File: src/rtl/clk_div_ctrl.sv
// clk_div_ctrl: programmable divided-clock generator
// with start/stop/burst sequencing and deferred ratio change.
module clk_div_ctrl #(
    parameter int CNT_W        = 16,
    parameter int BURST_W      = 16,
    parameter int DEFAULT_HALF = 9
) (
    input  logic               clk_in,
    input  logic               rst_n,
    input  logic [CNT_W-1:0]   cfg_half,
    input  logic [BURST_W-1:0] cfg_burst,
    input  logic               cfg_valid,
    output logic               cfg_ready,
    input  logic               start,
    input  logic               stop,
    output logic               clk_out,
    output logic               clk_en_pulse,
    output logic               busy,
    output logic               done,
    output logic [BURST_W-1:0] edge_cnt
);

    typedef enum logic [1:0] {
        S_IDLE,
        S_RUN,
        S_STOP,
        S_DONE
    } state_t;

    state_t             state;
    state_t             next_state;
    logic [CNT_W-1:0]   cnt;
    logic [CNT_W-1:0]   half_reg;
    logic [BURST_W-1:0] burst_reg;
    logic [CNT_W-1:0]   sh_half;
    logic [BURST_W-1:0] sh_burst;
    logic               pending;

    logic               xfer;
    logic               tick;
    logic               fall;
    logic               burst_hit;
    logic [BURST_W-1:0] edge_nxt;

    assign cfg_ready = !pending;
    assign xfer      = cfg_valid && cfg_ready;
    assign busy      = (state == S_RUN) || (state == S_STOP);
    assign done      = (state == S_DONE);
    assign tick      = busy && (cnt == half_reg);
    assign fall      = tick && clk_out;
    assign edge_nxt  = (&edge_cnt) ? edge_cnt
                                   : edge_cnt + BURST_W'(1);
    assign burst_hit = fall && (burst_reg != '0)
                       && (edge_nxt == burst_reg);

    // State register; reset aborts any run without a done pulse.
    always_ff @(posedge clk_in or negedge rst_n) begin
        if (!rst_n) state <= S_IDLE;
        else        state <= next_state;
    end

    // Next-state: stop wins over start; a stop in the low phase
    // ends at once, in the high phase it waits for the falling edge.
    always_comb begin
        next_state = state;
        unique case (state)
            S_IDLE: begin
                if (start && !stop) next_state = S_RUN;
            end
            S_RUN: begin
                if ((stop && !clk_out) || burst_hit || (fall && stop))
                    next_state = S_DONE;
                else if (stop)
                    next_state = S_STOP;
            end
            S_STOP: begin
                if (fall) next_state = S_DONE;
            end
            S_DONE: next_state = S_IDLE;
            default: next_state = S_IDLE;
        endcase
    end

    // Counter, output clock and config registers; shadow config is
    // only committed on a falling edge (or at run end) to avoid runts.
    always_ff @(posedge clk_in or negedge rst_n) begin
        if (!rst_n) begin
            cnt          <= '0;
            clk_out      <= 1'b0;
            clk_en_pulse <= 1'b0;
            edge_cnt     <= '0;
            half_reg     <= CNT_W'(DEFAULT_HALF);
            burst_reg    <= '0;
            sh_half      <= '0;
            sh_burst     <= '0;
            pending      <= 1'b0;
        end else begin
            clk_en_pulse <= 1'b0;
            unique case (state)
                S_IDLE: begin
                    clk_out <= 1'b0;
                    cnt     <= '0;
                    if (xfer) begin
                        half_reg  <= cfg_half;
                        burst_reg <= cfg_burst;
                    end
                    if (next_state == S_RUN) edge_cnt <= '0;
                end
                S_RUN, S_STOP: begin
                    if (next_state == S_DONE && !fall) begin
                        clk_out <= 1'b0;
                        cnt     <= '0;
                    end else if (tick) begin
                        cnt          <= '0;
                        clk_out      <= !clk_out;
                        clk_en_pulse <= !clk_out;
                        if (clk_out) edge_cnt <= edge_nxt;
                    end else begin
                        cnt <= cnt + CNT_W'(1);
                    end
                    if (fall && pending) begin
                        half_reg  <= sh_half;
                        burst_reg <= sh_burst;
                        pending   <= 1'b0;
                    end else if (xfer) begin
                        sh_half  <= cfg_half;
                        sh_burst <= cfg_burst;
                        pending  <= 1'b1;
                    end
                end
                S_DONE: begin
                    clk_out <= 1'b0;
                    cnt     <= '0;
                    if (pending) begin
                        half_reg  <= sh_half;
                        burst_reg <= sh_burst;
                        pending   <= 1'b0;
                    end else if (xfer) begin
                        half_reg  <= cfg_half;
                        burst_reg <= cfg_burst;
                    end
                end
                default: ;
            endcase
        end
    end

endmodule

File: config.mk
export PLATFORM = sky130hd
export DESIGN_NAME = clk_div_ctrl
export DESIGN_NICKNAME = d
export VERILOG_FILES = /design/src/rtl/clk_div_ctrl.sv
export SDC_FILE = /design/constraint.sdc
export NUM_CORES = 1
export LEC_CHECK = 0
export BUFFER_PORTS_ARGS = -buffer_cell sky130_fd_sc_hd__buf_2
export CAP_MARGIN = 0
export CORE_MARGIN = 1.5
export CORE_UTILIZATION = 35
export DETAILED_ROUTE_END_ITERATION = 8
export GPL_TIMING_DRIVEN = 0
export HOLD_SLACK_MARGIN = 0.12
export PLACE_DENSITY = 0.5
export SYNTH_ARGS = -nofsm -noshare
export SYNTH_HDL_FRONTEND = slang
export SYNTH_SLANG_ARGS = --single-unit
File: constraint.sdc
create_clock -name clk_in -period 3.05 [get_ports clk_in]
set_input_delay 0.305 -clock clk_in [delete_from_list [all_inputs] [get_ports clk_in]]
set_output_delay 0.305 -clock clk_in [all_outputs]
set_load 0.02 [all_outputs]
---- Word-level counts from Yosys, hierarchy flattened ----
Cells that the tools add are included.
W data, S select, Z words.
word-level totals
  input port bits ......................... 37
  logic and storage cells ................. 85
  output and inout bits ................... 21
  register bits after elaboration ......... 101
operators by class
  bitwise logic cells ..................... 1
  $add $sub $neg .......................... 2
  equality and inequality tests ........... 14
  multiplexer cells ....................... 31
  reduce and logical (&&, ||, !) cells .... 27
operators by type and width
  operator                 count
  $mux W16                 13
  $pmux W16 S3             2
  $pmux W16 S2             2
  $add A16 B1 Y16 const B  2
  $eq A16 B16 Y1           2
  $reduce_and A16 Y1       1
  $reduce_bool A16 Y1      1
  $logic_and A1 B1 Y1      10
  $ne A2 B2 Y1 const B     5
  $mux W2                  4
  $pmux W2 S4              1
  $mux W1                  7
  $eq A2 B2 Y1 const B     3
  $ne A3 B3 Y1 const B     2
  $reduce_and A5 Y1        1
  $eq A2 B1 Y1 const B     2
  $logic_not A1 Y1         4
  $pmux W1 S2              2
  $reduce_bool A2 Y1       2
  $reduce_or A2 Y1         2
  $logic_or A1 B1 Y1       3
  $reduce_and A3 Y1        1
  $logic_not A2 Y1         1
  $reduce_and A2 Y1        1
  $not A1 Y1               1

---- Longest topological paths before layout ----
  depth after elaboration ................. 14
  mapped depth ............................ 14

---- Worst setup path before layout ----
No wires, ideal clock.
  kind .................................... register to register
  from .................................... register edge_cnt[1]
  to ...................................... register edge_cnt[10]
  data arrival time ....................... 3166 ps
  setup time .............................. 90 ps
  path slack .............................. -207 ps
  period minus slack after synthesis ...... 3257 ps
  required time ........................... 2960 ps
  stages on the path, launching flop included .. 14
  path through ............................ dfrtp_1 > ha_1 > nand4_4 > or4_1 > buf_2 > or3_1 > a32oi_1 > o211ai_1 > a2111oi_4 > o31a_1 > buf_4 > nand3_4 > buf_6 > o31ai_4
between the ends
  longest elaborated chain between the ends .. 12
RTL lines
  item                                                   line    source
  start: declaration                                     20      output logic [BURST_W-1:0] edge_cnt
  start signal: assignment                               117     if (clk_out) edge_cnt <= edge_nxt;
  $add A16 B1 Y16 or $reduce_and A16 Y1 (tied branches)  52, 51
  $mux W16 *                                             51      assign edge_nxt = (&edge_cnt) ? edge_cnt
  $eq A16 B16 Y1 *                                       54      && (edge_nxt == burst_reg);
  $logic_and A1 B1 Y1 *                                  54
  $logic_or A1 B1 Y1 * (2 in a row)                      71      if ((stop && !clk_out) || burst_hit || (fall && stop))
  $mux W2 *                                              71
  $pmux W2 S4 *                                          66      unique case (state)
  via next_state[0]                                      31      state_t next_state;
  $eq A2 B2 Y1                                           110     if (next_state == S_DONE && !fall) begin
  $logic_and A1 B1 Y1                                    110
  $ne A2 B2 Y1 (no line)                                 -
  $reduce_and A5 Y1 (no line) *                          -
Mark *: on every way through the listed nets, which the timed path passes. The rest lies on a longest branch. The select of a mux whose other input is x is not followed.
A chain may end at the register's enable or synchronous reset.

---- Worst setup path after layout ----
  from .................................... register edge_cnt[13]
  to ...................................... register edge_cnt[15]
Same word-level chain as after synthesis.

==> results.json <==
{
  "die-width_microns": 133,
  "synth-main-ff-cell": "dfrtp_1",
  "syn_nets": 659,
  "hold_depth": 2,
  "clk-insertion-delay-late_ns": 0.36,
  "r2r_start": "edge_cnt[13]$_DFFE_PN0P_",
  "grtUsageTotal": 0.199,
  "seq_power_share": 0.351,
  "ioPinCount": 58,
  "drt-initial-drc-count": 294,
  "p_per_area_nw_per_um2": 823,
  "syn_inst": 616,
  "yosys.area.top_type": "dfrtp_1",
  "final_util": 0.437,
  "drc": 0,
  "antenna_found_initial": 0,
  "fin_crit_sh": 1.12,
  "ir_drop_uv": 452,
  "ys_seq_area_frac": 0.426,
  "clockPowerShare": 0.213,
  "worst_r2r_path_depth": 12,
  "crit_type": "flop to flop",
  "core_sq_um": 16600,
  "min_from": "cfg_half[6]",
  "ys_async_sr_fraction": 1.00,
  "crit_path_start_kind": "flop",
  "diodes": 0,
  "reg2reg_to": "edge_cnt[15]$_DFFE_PN0P_",
  "gr-total-overflow": 0,
  "synth_area_sq_um": 5930,
  "layout-drive-gt1-share": 0.285,
  "finalSetupViolations": 34,
  "yosys-top-cells-area": "dfrtp_1, mux2_2, a22oi_1",
  "layout.nets": 747,
  "clock-sinks": 101,
  "yosysTopAreaCellShare": 0.418,
  "yosys.cell_types.count": 69,
  "worstPathMaxFanout": 10,
  "p_comb_frac": 0.437,
  "failed_checks": "negative setup slack",
  "worstSetupStartpoint": "edge_cnt[13]$_DFFE_PN0P_",
  "switchingPower_mw": 2.51,
  "row_count": 47,
  "timing.fmax_ghz": 0.292,
  "area_growth_pct": 22.1,
  "crit_required_ns": 3.31,
  "ys.warnings.count": 0,
  "finalSetupTns_ns": -8.30,
  "cts_root_buf": "clkbuf_16",
  "p_int_mw": 3.46,
  "period_minus_slack_ns": 3.42,
  "drv_cap": 0,
  "synth_edf_count": 0,
  "grt_pass1_wl_mm": 27.8,
  "run_status": "complete, but fails checks",
  "clockBufferDepth": 2,
  "crit_arrival_ns": 3.68,
  "hold_viol": 0,
  "p_leak_nw": 2.95,
  "via_per_inst": 5.47,
  "clkTransAtPathRegs_ns": 0.08,
  "synth_area_per_cell_sq_um": 9.63,
  "setup_slack_ns": -0.372,
  "final.fill_count": 1665,
  "pre_cts_ws_ns": -0.802,
  "worst_slew_pin_slew_ns": 1.02,
  "cts_tree": "yes",
  "endpoint_kind": "flop",
  "die-area_sq_um": 17700,
  "wire_per_inst_microns": 18.1,
  "ys_ff_latch": 101,
  "clock_skew_ns": 0.0146,
  "via_count": 5086,
  "grt_max_degree": 54,
  "gp_congestion": 0.915,
  "dp_hpwl_mm": 12.3,
  "cts_made_buffers": 9,
  "ant_nets": 0,
  "first_pass_iters": 5,
  "io_buffers": 57,
  "rsz0062_at_grt": "yes",
  "slew-limit-headroom": 0.314,
  "die_h_microns": 133,
  "htreeDepth": 3,
  "grt_pass1_vias": 5036,
  "sw_frac_of_total": 0.420,
  "r2r_slack_ns": -0.37,
  "maxSlewViolCount": 0,
  "holdPathEnd": "sh_half[6]$_DFFE_PN0P_",
  "start_util": 0.358,
  "min_path_type": "input port to flop",
  "wl_mm": 16.9
}
## cell usage after synthesis, types with 3 or more instances
library cell,n
o21ai_1,5
nand2b_1,3
o21ai_0,55
inv_1,10
o31ai_1,8
o211ai_1,4
xor2_1,15
a22oi_1,39
nand2_1,71
nand3_1,23
nor3_1,7
nor2_1,34
and4_1,4
a211oi_1,3
and3_1,12
ha_1,6
nor4_1,10
buf_1,4
dfrtp_1,99
nand4_1,11
buf_4,8
buf_2,7
mux2_2,32
clkbuf_1,25
o2111ai_1,3
a21oi_1,26
o31ai_4,6
xnor2_1,30
## how the worst max path moves through the flow
| stage | end | slack [ns] | cells after the start |
|---|---|---|---|
| after floorplan | edge_cnt[11]$_DFFE_PN0P_ | -0.04 | 13 |
| after global placement | edge_cnt[15]$_DFFE_PN0P_ | -0.74 | 10 |
| after detailed placement | edge_cnt[15]$_DFFE_PN0P_ | -0.80 | 10 |
| after CTS | edge_cnt[14]$_DFFE_PN0P_ | -0.29 | 13 |
| after global routing | edge_cnt[0]$_DFFE_PN0P_ | -0.43 | 14 |
| final | edge_cnt[15]$_DFFE_PN0P_ | -0.37 | 12 |
## through the flow
step | hold WS [ns] | cells | cell area [sq um] | power [mW]
after CTS | 0.183 | 929 | 7190 | 5.97
after detailed placement | 0.378 | 894 | 6570 | 4.56
final | 0.194 | 929 | 7240 | 5.96
after floorplan | 0.00941 | 616 | 5970 | 3.78
after global routing | 0.190 | 929 | 7240 | 6.38
after global placement | 0.487 | 893 | 6540 | 4.48
## cells by family after synthesis
kind of cell	count (synthesis)	synth area share
AOI/OAI and AO/OA	177	0.215
xor gates and xnor gates	45	0.0664
adders and majority gates	6	0.0127
buffers and inverters	58	0.0458
DFF	101	0.426
muxes	35	0.0660
and+or+nand+nor	194	0.167
## cell type report
type / count / area (sq um) / share of cell area
tap: 220 / 275 / 0.0380
buffer: 45 / 284 / 0.0392
multi-input combinational: 457 / 3280 / 0.452
timing repair buffer: 78 / 495 / 0.0684
sequential: 101 / 2540 / 0.351
clock inverter: 7 / 96.3 / 0.0133
inverter: 12 / 48.8 / 0.00674
clock buffer: 9 / 225 / 0.0311
## what timing repair did
| item | CTS | global route |
|---|---|---|
| setup endpoints to repair | 66 | 62 |
| setup buffers | 18 | 0 |
| pin swaps | 13 | 4 |
| hold buffers | 1 | 0 |
| hold endpoints to repair | 47 | 0 |
| gates cloned | 1 | 0 |
| resized for setup | 32 | 17 |
## worst max-delay path, cell delays in order (launching register included)
cell and delay (ns):
dfrtp_1 0.57, and4_1 0.31, nand4_1 0.24, mux2_4 0.38, nor4b_4 0.28, o2111ai_2 0.19, a2111oi_4 0.34, buf_4 0.20
o31a_1 0.14, buf_6 0.12, nand3_4 0.14, buf_12 0.21, a32oi_2 0.21
## placed cells by master (no fill, tap or decap), types with 25 or more instances in the layout
cell,count
mux2_2,32
buf_2,58
nand2_1,70
dfrtp_1,89
o21ai_0,55
a22oi_1,39
xnor2_1,30
nor2_1,34
a21oi_1,25
## power by group through the flow
stage	Sequential [mW]	Clock, mW	Combinational, mW
floorplan	2.03	0	1.75
global placement	2.10	0	2.38
detailed placement	2.12	0	2.44
CTS	2.09	1.30	2.58
global route	2.16	1.35	2.88
finish	2.09	1.27	2.60
## layer usage
| layer | part of all wire | wire length (microns) | GRT usage | up-vias |
|---|---|---|---|---|
| met3 | 0.051 | 865 | 0.0358 | 21 |
| li1 | - | - | - | 2431 |
| met5 | 0 | 0 | 0 | - |
| met1 | 0.49 | 8220 | 0.291 | 2467 |
| met4 | 0.018 | 298 | 0.0568 | 0 |
| met2 | 0.44 | 7480 | 0.301 | 167 |
(Power assumes the default switching activity.)
